## config.mk

```make
export PLATFORM = sky130hd
export DESIGN_NAME = alu4_driver
export DESIGN_NICKNAME = d
export VERILOG_FILES = /design/src/rtl/alu4_driver.sv
export SDC_FILE = /design/constraint.sdc
export NUM_CORES = 1
export LEC_CHECK = 0
export BUFFER_PORTS_ARGS = -buffer_cell sky130_fd_sc_hd__buf_2
export CAP_MARGIN = 0
export CORE_MARGIN = 2
export CORE_UTILIZATION = 50
export CTS_CLUSTER_DIAMETER = 50
export DETAILED_ROUTE_END_ITERATION = 6
export MAX_ROUTING_LAYER = met4
export PLACE_DENSITY = 0.8
export SLEW_MARGIN = 10
export SYNTH_ARGS = -nofsm -noshare
export SYNTH_HDL_FRONTEND = slang
export SYNTH_SLANG_ARGS = --single-unit
```

## constraint.sdc

```tcl
create_clock -name clk -period 4.02 [get_ports clk]
set_input_delay 0.402 -clock clk [delete_from_list [all_inputs] [get_ports clk]]
set_output_delay 0.402 -clock clk [all_outputs]
set_load 0.005 [all_outputs]
```

## src/rtl/alu4_driver.sv

```systemverilog
// ============================================================================
// Module   : alu4_driver
// Purpose  : Handshaked front-end that drives a 4-bit combinational ALU,
//            waits a settle time and returns captured results (single/sweep).
// Revision : 1.0 - initial release
// ============================================================================
`default_nettype none

module alu4_driver #(
    parameter int SETTLE_CYCLES = 1
) (
    input  logic       clk,
    input  logic       rst,
    input  logic       req_valid,
    output logic       req_ready,
    input  logic [3:0] req_a,
    input  logic [3:0] req_b,
    input  logic [2:0] req_op,
    input  logic       req_sweep,
    output logic [3:0] alu_a,
    output logic [3:0] alu_b,
    output logic [2:0] alu_c,
    output logic       alu_cin,
    input  logic [3:0] alu_result,
    input  logic       alu_zero,
    input  logic       alu_overflow,
    input  logic       alu_carry,
    output logic       rsp_valid,
    input  logic       rsp_ready,
    output logic [3:0] rsp_a,
    output logic [3:0] rsp_b,
    output logic [2:0] rsp_op,
    output logic [3:0] rsp_result,
    output logic       rsp_zero,
    output logic       rsp_overflow,
    output logic       rsp_carry,
    output logic       rsp_last,
    output logic       busy,
    output logic [7:0] rsp_count
);

    typedef enum logic [1:0] {
        IDLE  = 2'd0,
        DRIVE = 2'd1,
        RESP  = 2'd2
    } state_t;

    localparam logic [3:0] c_SETTLE_LOAD = 4'(SETTLE_CYCLES - 1);

    state_t     r_state;
    logic [3:0] r_cnt;
    logic       r_sweep;

    assign req_ready = (r_state == IDLE) & ~rst;
    assign busy      = (r_state != IDLE);
    assign rsp_valid = (r_state == RESP);

    // Subtract, compare and equal all run through the adder as a + ~b + 1.
    always_comb begin
        alu_cin = 1'b0;
        case (alu_c)
            3'b001, 3'b110, 3'b111: alu_cin = 1'b1;
            default:                alu_cin = 1'b0;
        endcase
    end

    always_ff @(posedge clk or posedge rst) begin
        if (rst) begin
            r_state      <= IDLE;
            r_cnt        <= 4'd0;
            r_sweep      <= 1'b0;
            alu_a        <= 4'd0;
            alu_b        <= 4'd0;
            alu_c        <= 3'd0;
            rsp_a        <= 4'd0;
            rsp_b        <= 4'd0;
            rsp_op       <= 3'd0;
            rsp_result   <= 4'd0;
            rsp_zero     <= 1'b0;
            rsp_overflow <= 1'b0;
            rsp_carry    <= 1'b0;
            rsp_last     <= 1'b0;
            rsp_count    <= 8'd0;
        end else begin
            case (r_state)
                IDLE: begin
                    if (req_valid) begin
                        alu_a   <= req_a;
                        alu_b   <= req_b;
                        alu_c   <= req_op;
                        r_sweep <= req_sweep;
                        r_cnt   <= c_SETTLE_LOAD;
                        r_state <= DRIVE;
                    end
                end
                DRIVE: begin
                    if (r_cnt == 4'd0) begin
                        rsp_a        <= alu_a;
                        rsp_b        <= alu_b;
                        rsp_op       <= alu_c;
                        rsp_result   <= alu_result;
                        rsp_zero     <= alu_zero;
                        rsp_overflow <= alu_overflow;
                        rsp_carry    <= alu_carry;
                        rsp_last     <= ~r_sweep | ((alu_a == 4'hF) & (alu_b == 4'hF));
                        r_state      <= RESP;
                    end else begin
                        r_cnt <= r_cnt - 4'd1;
                    end
                end
                RESP: begin
                    if (rsp_ready) begin
                        rsp_count <= rsp_count + 8'd1;
                        if (rsp_last) begin
                            r_state <= IDLE;
                        end else begin
                            // Sweep walks b fastest, carrying into a.
                            if (alu_b == 4'hF) begin
                                alu_b <= 4'd0;
                                alu_a <= alu_a + 4'd1;
                            end else begin
                                alu_b <= alu_b + 4'd1;
                            end
                            r_cnt   <= c_SETTLE_LOAD;
                            r_state <= DRIVE;
                        end
                    end
                end
                default: r_state <= IDLE;
            endcase
        end
    end

endmodule

`default_nettype wire

```

==> flow_metrics.tcl, run 1 <==
set metrics [dict create \
    status "completed" \
    relSlewSlack 0.390 \
    p_leak_uw 0.00131 \
    cts.repair.resized 0 \
    dieWidth_um 68.0 \
    antenna_left 0 \
    syn_inst 166 \
    synth_top_area_frac 0.550 \
    place_congestion 0.806 \
    min_path_type "in -> async" \
    track_usage 0.190 \
    finalCritPeriodShare 0.505 \
    powerDensity_nw_per_um2 785 \
    ys_warn_count 0 \
    max_stage_delay_ns 0.55 \
    grt_overflow_total 0 \
    grt_pass1_wl_um 6390 \
    portBuffers 64 \
    critical_path.cell_chain "nand2b_1 -> inv_2 -> buf_2" \
    yosys_register_bits 45 \
    die_h_um 68.0 \
    path_class "reg -> out" \
    finalSetupViolations 0 \
    via_count 1493 \
    ys_async_sr_fraction 1.00 \
    vdd.ir_drop.worst_mv 0.412 \
    final-hold-violation-count 0 \
    use_met3 0.0411 \
    path_clk_slew_ns 0.08 \
    ys_seq_area_frac 0.550 \
    syn-num-nets 193 \
    root_buffer "clkbuf_8" \
    synth-edff-count 0 \
    numCtsBuffers 5 \
    yosysUniqueCellTypes 34 \
    crit_path_start_kind "flip-flop" \
    via_per_inst 5.28 \
    fin_area_sq_um 2510 \
    synth_most_common_cell "dfrtp_1" \
    start_util 0.516 \
    rows 23 \
    drc 0 \
    crit_required_ns 3.62 \
    maxSlewViolCount 0 \
    clock.fmax_mhz 493 \
    drv_cap 0 \
    first_pass_iters 4 \
    clk_latency_ns 0.29 \
    drive_gt1_frac 0.425 \
    diodes 0 \
    cts_tree "yes" \
    grt_use_met2 0.292 \
    tns_ns 0 \
    drt-initial-drc-count 103 \
    postLayoutCoreUtil 0.631 \
    rsz0062_at_grt "no" \
    synth_common_cells "dfrtp_1, mux2_4, o21ai_0" \
    dpl_cell_area_sq_um 2390 \
    grt_busiest_layer "met2" \
    cts_max_path_buffers 2 \
    grt_max_degree 46 \
    avgSynthCellArea_sq_um 12.3 \
    htree_levels 2 \
    postCtsSetupBuffers 0 \
    endpoint_kind "output pin" \
    grtUsageMet1 0.245 \
    cp_slowest_cell "nand2b_1" \
    tightest_slew_ns 0.913 \
    cp_max_fo 17 \
    area_growth_pct 22.4 \
    yosys.area.top_type "dfrtp_1" \
    grt_pass1_vias 1429 \
    ys.flop_type "dfrtp_1" \
    coreArea_sq_um 3970 \
    nFillCells 324 \
    hpwl_um 2860 \
    finalCriticalPeriod_ns 2.03 \
    clock_skew_ns 0.00486 \
    num_io_pins 65 \
    cts.hold.buffers_added 0 \
    antenna_found_initial 0 \
    wl_per_cell_um 14.0 \
    netlist_top_cells_area "dfrtp_1, mux2_4, o21ai_0" \
    drt-total-wl_um 3970 \
    arrival_ns 1.63 \
    finalNetCount 259 \
    numClockSinks 45 \
    dieArea_sq_um 4620 \
    syn_area_sq_um 2050 \
]
==> area by class of cell <==
cell class	instances	area [sq um]	area share
flip-flops and latches	45	1130	0.449
multi-input cells	111	867	0.346
repair buffers	64	320	0.128
clock buffers	6	72.6	0.0290
well taps	50	62.6	0.0250
clock inverters	2	38.8	0.0155
inverters	5	18.8	0.00749
==> cells by family (layout without fill, tap and decap cells) <==
logic type,count (synthesis),count (layout),share of synthesized area
multiplexers,26,26,0.172
buffers and inverters,10,77,0.0269
AND/OR/NAND/NOR,47,47,0.122
flip-flops,45,45,0.550
adder cells (fa/ha/maj),4,4,0.0244
XOR/XNOR,7,7,0.0299
AO/OA/AOI/OAI,27,27,0.0745
==> path summary, 6_finish.rpt <==
path / start / cells past startpoint / slack (ns) / to
min: rst / 2 / 0.31 / r_cnt[3]
min in group clk: req_op[0] / 2 / 0.33 / alu_c[0]
min reg2reg: rsp_count[7] / 1 / 0.46 / rsp_count[7]
max in group asynchronous: rst / 2 / 3.13 / alu_a[0]
max: r_state[0] / 3 / 1.99 / rsp_valid
max reg2reg: r_state[0] / 5 / 2.16 / alu_a[2]
==> metrics by stage <==
stage / hold slack, ns / instances / total power, uW / setup slack (ns)
4_1_cts: 0.329 / 283 / 1990 / 1.98
6_report: 0.305 / 283 / 1970 / 1.99
2_1_floorplan: 0.468 / 166 / 1370 / 2.43
3_3_place_gp: 0.456 / 275 / 1610 / 2.28
3_5_place_dp: 0.462 / 275 / 1640 / 2.17
5_1_grt: 0.328 / 283 / 2130 / 1.87
==> power breakdown <==
group	leakage (uW)	internal [uW]	switching [uW]
combinational	0.000698	466	346
clock	0.0000554	187	150
sequential	0.000559	651	167
==> sequential cells by signal (all words and copies together) (netlist names) <==
| name | cells |
|---|---|
| rsp_carry | 1 |
| rsp_op | 3 |
| rsp_count | 8 |
| rsp_last | 1 |
| rsp_zero | 1 |
| r_cnt | 4 |
| alu_a | 4 |
| rsp_a | 4 |
| alu_c | 3 |
| rsp_result | 4 |
| r_state | 2 |
| r_sweep | 1 |
| rsp_b | 4 |
| rsp_overflow | 1 |
| alu_b | 4 |
==> cells in the final DEF (no fill, tap or decap), types with 2 or more instances in the layout <==
master	instances
o21ai_0	15
inv_1	3
ha_1	4
o22ai_1	2
inv_2	2
nand2b_1	4
nor3b_1	2
mux2_4	17
clkbuf_8	5
xnor2_1	4
mux2i_1	3
mux2_2	6
nand2_1	11
nor2_1	8
buf_2	64
nor3_1	3
nand3_1	10
a21oi_1	6
xor2_1	3
dfrtp_1	45
==> worst max-delay path, delay by kind of cell (launching register included) <==
family / cells / cell delay, ns
buffers and inverters: 2 / 0.34
AND/OR/NAND/NOR: 1 / 0.55
flip-flops: 1 / 0.44
==> metal layers <==
metal	share of wire	wire, um
met5	0	0
met2	0.44	1770
met3	0.072	286
met1	0.46	1840
met4	0.021	84
No activity file was read; power rests on OpenSTA's default activity.
==> run 2, diff against run 1 <==
- clock period: 4.02 -> 2.05 ns (I/O delays scaled with it)
==> run 2 against run 1 <==
Net effect:
- core utilization up 1.1 points
- via count about the same
- sequential share of layout area down 0.79 points
- power up 97%
- global-route usage up 0.99 points
- first-iteration DRC count down 39%
- combinational power up 100%
- wire length up 3.1%
- die area unchanged
- largest cell class unchanged
- largest power group is now combinational logic
==> flow_metrics.tcl, run 2 (synthesis gave the netlist of run 1 again) <==
set metrics [dict create \
    status "completed" \
    hpwl_um 3040 \
    first_pass_iters 4 \
    num_io_pins 65 \
    timing.hold.ws_ns 0.143 \
    final-hold-violation-count 0 \
    grt_overflow_total 0 \
    numCtsBuffers 5 \
    cp_slowest_cell "or3_4" \
    via_count 1492 \
    drt-initial-drc-count 63 \
    path_class "reg -> reg" \
    grt_pass1_vias 1430 \
    largest_reg_flops 8 \
    place_congestion 0.752 \
    postCtsSetupBuffers 0 \
    path_clk_slew_ns 0.08 \
    tns_ns 0 \
    min_path_type "in -> reg" \
    multi_input_area_sq_um 867 \
    finalCriticalPeriod_ns 1.72 \
    cts_max_path_buffers 2 \
    layout_common_cells "buf_2, dfrtp_1, mux2_4" \
    drc 0 \
    cts.repair.resized 0 \
    setup_slack_ns 0.331 \
    rows 23 \
    clk_latency_ns 0.30 \
    drive_gt1_frac 0.435 \
    drt-total-wl_um 4100 \
    grt_pass1_wl_um 6690 \
    diodes 0 \
    critical_path.cell_chain "inv_1 -> ha_1 -> nand2b_1 -> or3_4 -> mux2_4" \
    worst-path-buf-inv 1 \
    grt_max_degree 25 \
    via_per_inst 5.20 \
    antenna_left 0 \
    arrival_ns 1.90 \
    cts.hold.buffers_added 1 \
    endpoint_kind "flip-flop" \
    antenna_found_initial 0 \
    clock.fmax_mhz 582 \
    regArea_sq_um 1130 \
    wl_per_cell_um 14.3 \
    vdd.ir_drop.worst_mv 0.861 \
    pre_cts_ws_ns 0.349 \
    rsz0062_at_grt "no" \
    dieArea_sq_um 4620 \
    relSlewSlack 0.668 \
    crit_family "simple AND/OR/NAND/NOR gates" \
    tightest_slew_ns 0.497 \
    track_usage 0.200 \
    layout_commonest_cell "buf_2" \
    numClockSinks 45 \
    die_h_um 68.0 \
    start_util 0.516 \
    finalCritPeriodShare 0.838 \
    coreArea_sq_um 3970 \
    root_buffer "clkbuf_8" \
    powerDensity_nw_per_um2 1520 \
    drv_cap 0 \
    cp_max_fo 21 \
    finalNetCount 264 \
    htree_levels 2 \
    finalSetupViolations 0 \
    crit_path_start_kind "flip-flop" \
    p_leak_uw 0.00134 \
    largest-register "rsp_count" \
    max_stage_delay_ns 0.52 \
    cts_tree "yes" \
    crit_required_ns 2.23 \
    nFillCells 311 \
    area_growth_pct 24.6 \
    maxSlewViolCount 0 \
    clock_skew_ns 0.00534 \
    dieWidth_um 68.0 \
    portBuffers 64 \
]
## run 2: cell count changes in the layout (fill, tap and decap cells not counted)
cell | before | now
buf_12 | 0 | 1
buf_4 | 0 | 3
clkbuf_1 | 1 | 0
clkinv_2 | 0 | 1
clkinv_4 | 1 | 0
dlygate4sd3_1 | 0 | 1
## run 2: area by class of cell
cell class              count  area share
clock inverters             2      0.0137
well taps                  50      0.0245
flip-flops and latches     45       0.441
repair buffers             69       0.146
clock buffers               5      0.0270
inverters                   5     0.00736
multi-input cells         111       0.340
## run 2: metal layers
| metal | GRT usage | wire (um) | up-vias |
|---|---|---|---|
| met5 | - | 0 | - |
| met4 | 0.0525 | 47 | 0 |
| met3 | 0.0477 | 263 | 7 |
| met2 | 0.322 | 1900 | 46 |
| met1 | 0.254 | 1890 | 713 |
| li1 | - | - | 726 |
## run 2: where the power goes
group | internal [uW] | switching [uW] | total, uW
combinational | 941 | 684 | 1620
clock | 354 | 290 | 644
sequential | 1280 | 336 | 1610
## run 2: final timing paths
kind	to	start	cells after the start	slack, ns
min	rsp_result[0]	alu_result[0]	2	0.14
max in group asynchronous	rsp_result[1]	rst	4	1.09
min in group asynchronous	r_cnt[1]	rst	3	0.48
max	rsp_result[2]	r_cnt[0]	5	0.33
min reg2reg	rsp_count[7]	rsp_count[7]	1	0.46
max reg2reg	rsp_result[2]	r_cnt[0]	5	0.33
## run 2: through the flow
step	utilization	cell area [sq um]	total power [uW]	cells
2_1_floorplan	-	2050	2680	166
3_3_place_gp	0.614	2440	3180	279
3_5_place_dp	0.614	2440	3270	279
4_1_cts	0.642	2550	3920	287
5_1_grt	0.642	2550	4190	287
6_report	0.642	2550	3880	287
==> run 3, diff against run 2 <==
- clock period: 2.05 -> 1.7 ns (I/O delays scaled with it)
==> run 3 against run 2 <==
Net effect:
- non-clock buffer count increased by 5
- register-to-register slack got worse by 0.26 ns
- clock power is 20% higher
- clock skew down 0.00052 ns
- first-iteration DRC count up 35%
- largest cell class unchanged
- wire length rose by 14%
- critical endpoint is now rsp_overflow
- combinational power rose by 38%
==> flow_metrics.tcl, run 3 (synthesis gave the netlist of run 1 again) <==
set metrics [dict create \
    fin_cells 294 \
    finalCriticalPeriod_ns 1.63 \
    endpoint_kind "flip-flop" \
    critical_path.cell_chain "inv_1 -> ha_4 -> nand2b_4 -> or3_4 -> mux2_4" \
    grt_pass1_vias 1513 \
    coreArea_sq_um 3970 \
    antenna_found_initial 0 \
    numCtsBuffers 5 \
    cp_slowest_cell "or3_4" \
    antenna_left 0 \
    timing.hold.ws_ns 0.105 \
    dieArea_sq_um 4620 \
    path_clk_slew_ns 0.08 \
    hpwl_um 3110 \
    place_congestion 0.753 \
    tns_ns 0 \
    layout_commonest_cell "buf_2" \
    nFillCells 304 \
    via_count 1563 \
    cts_max_path_buffers 2 \
    tightest_slew_ns 0.665 \
    via_per_inst 5.32 \
    wl_per_cell_um 15.8 \
    largest_reg_flops 8 \
    maxSlewViolCount 0 \
    drt-initial-drc-count 85 \
    area_growth_pct 27.9 \
    path_class "reg -> reg" \
    largest-register "rsp_count" \
    p_leak_uw 0.00137 \
    start_util 0.516 \
    diodes 0 \
    finalNetCount 271 \
    clock.fmax_mhz 612 \
    relSlewSlack 0.556 \
    drive_gt1_frac 0.459 \
    clk_latency_ns 0.30 \
    status "completed" \
    vdd.ir_drop.worst_mv 0.810 \
    pre_cts_ws_ns -0.00436 \
    grt_pass1_wl_um 7280 \
    crit_required_ns 1.89 \
    powerDensity_nw_per_um2 1890 \
    crit_path_start_kind "flip-flop" \
    finalCritPeriodShare 0.960 \
    setup_slack_ns 0.0673 \
    place_inst 284 \
    grt_max_degree 33 \
    regArea_sq_um 1130 \
    min_path_type "in -> reg" \
    layout_common_cells "buf_2, dfrtp_1, mux2_4" \
    drt-total-wl_um 4650 \
    drc 0 \
    drv_cap 0 \
    num_io_pins 65 \
    rsz0062_at_grt "no" \
    multi_input_area_sq_um 910 \
    max_stage_delay_ns 0.43 \
    dieWidth_um 68.0 \
    portBuffers 64 \
    cp_max_fo 6 \
    track_usage 0.222 \
    numClockSinks 45 \
    die_h_um 68.0 \
    first_pass_iters 4 \
    cts_tree "yes" \
    finalSetupViolations 0 \
    grt_overflow_total 0 \
    final-hold-violation-count 0 \
    arrival_ns 1.82 \
    htree_levels 2 \
    clock_skew_ns 0.00482 \
    root_buffer "clkbuf_8" \
    rows 23 \
]
## run 3: cell count changes in the layout (fill, tap and decap cells not counted), sizes merged
cell / before / now
or3: 1 / 3
buf: 68 / 73
## run 3: critical path: cells and delay by family, from the launching register on
family	cells	cell delay, ns
simple gates	2	0.50
flops	1	0.41
mux	1	0.33
fa+ha+maj	1	0.16
buf+inv	1	0.11
## run 3: where the power goes
group	switching (uW)	internal [uW]	leakage [uW]
registers	404	1540	0.000559
clock network	345	427	0.0000540
logic	975	1260	0.000754
total	1720	3220	0.00137
## run 3: metrics by stage
stage | power [uW] | cell area [sq um] | utilization
final | 4950 | 2620 | 0.659
after global routing | 5310 | 2620 | 0.659
after CTS | 4860 | 2590 | 0.652
after detailed placement | 4020 | 2460 | 0.620
after global placement | 3900 | 2460 | 0.620
after floorplan | 3230 | 2050 | -
## run 3: per-layer routing
layer / vias to the layer above / wire length [um] / global-route usage
li1: 746 / - / -
met1: 739 / 1970 / 0.267
met2: 68 / 2230 / 0.356
met3: 10 / 364 / 0.0609
met4: 0 / 81 / 0.0850
met5: - / 0 / -
## run 3: final timing paths
path | startpoint | to | slack, ns | depth (start not counted)
worst max-delay path | r_cnt[0] | rsp_overflow | 0.07 | 5
worst min-delay path | req_op[0] | alu_c[0] | 0.11 | 2
worst max register to register | r_cnt[0] | rsp_overflow | 0.07 | 5
worst min register to register | rsp_count[7] | rsp_count[7] | 0.47 | 1
max in group asynchronous | rst | r_cnt[3] | 0.59 | 4
min in group asynchronous | rst | r_cnt[1] | 0.53 | 3
## run 3: repair_timing
item / CTS / global route
resized for setup: 1 / 5
cloned: 1 / 1
hold buffers: 1 / 0
setup endpoints to repair: 17 / 21
pin swaps: 0 / 1
endpoints found under the hold margin: 10 / 0
setup buffers: 0 / 0
## run 3: layout make-up
| type | instances | area share |
|---|---|---|
| clock inverters | 2 | 0.0134 |
| multi-input cells | 113 | 0.347 |
| well taps | 50 | 0.0239 |
| repair buffers | 74 | 0.152 |
| flip-flops and latches | 45 | 0.430 |
| inverters | 5 | 0.00717 |
| clock buffers | 5 | 0.0263 |
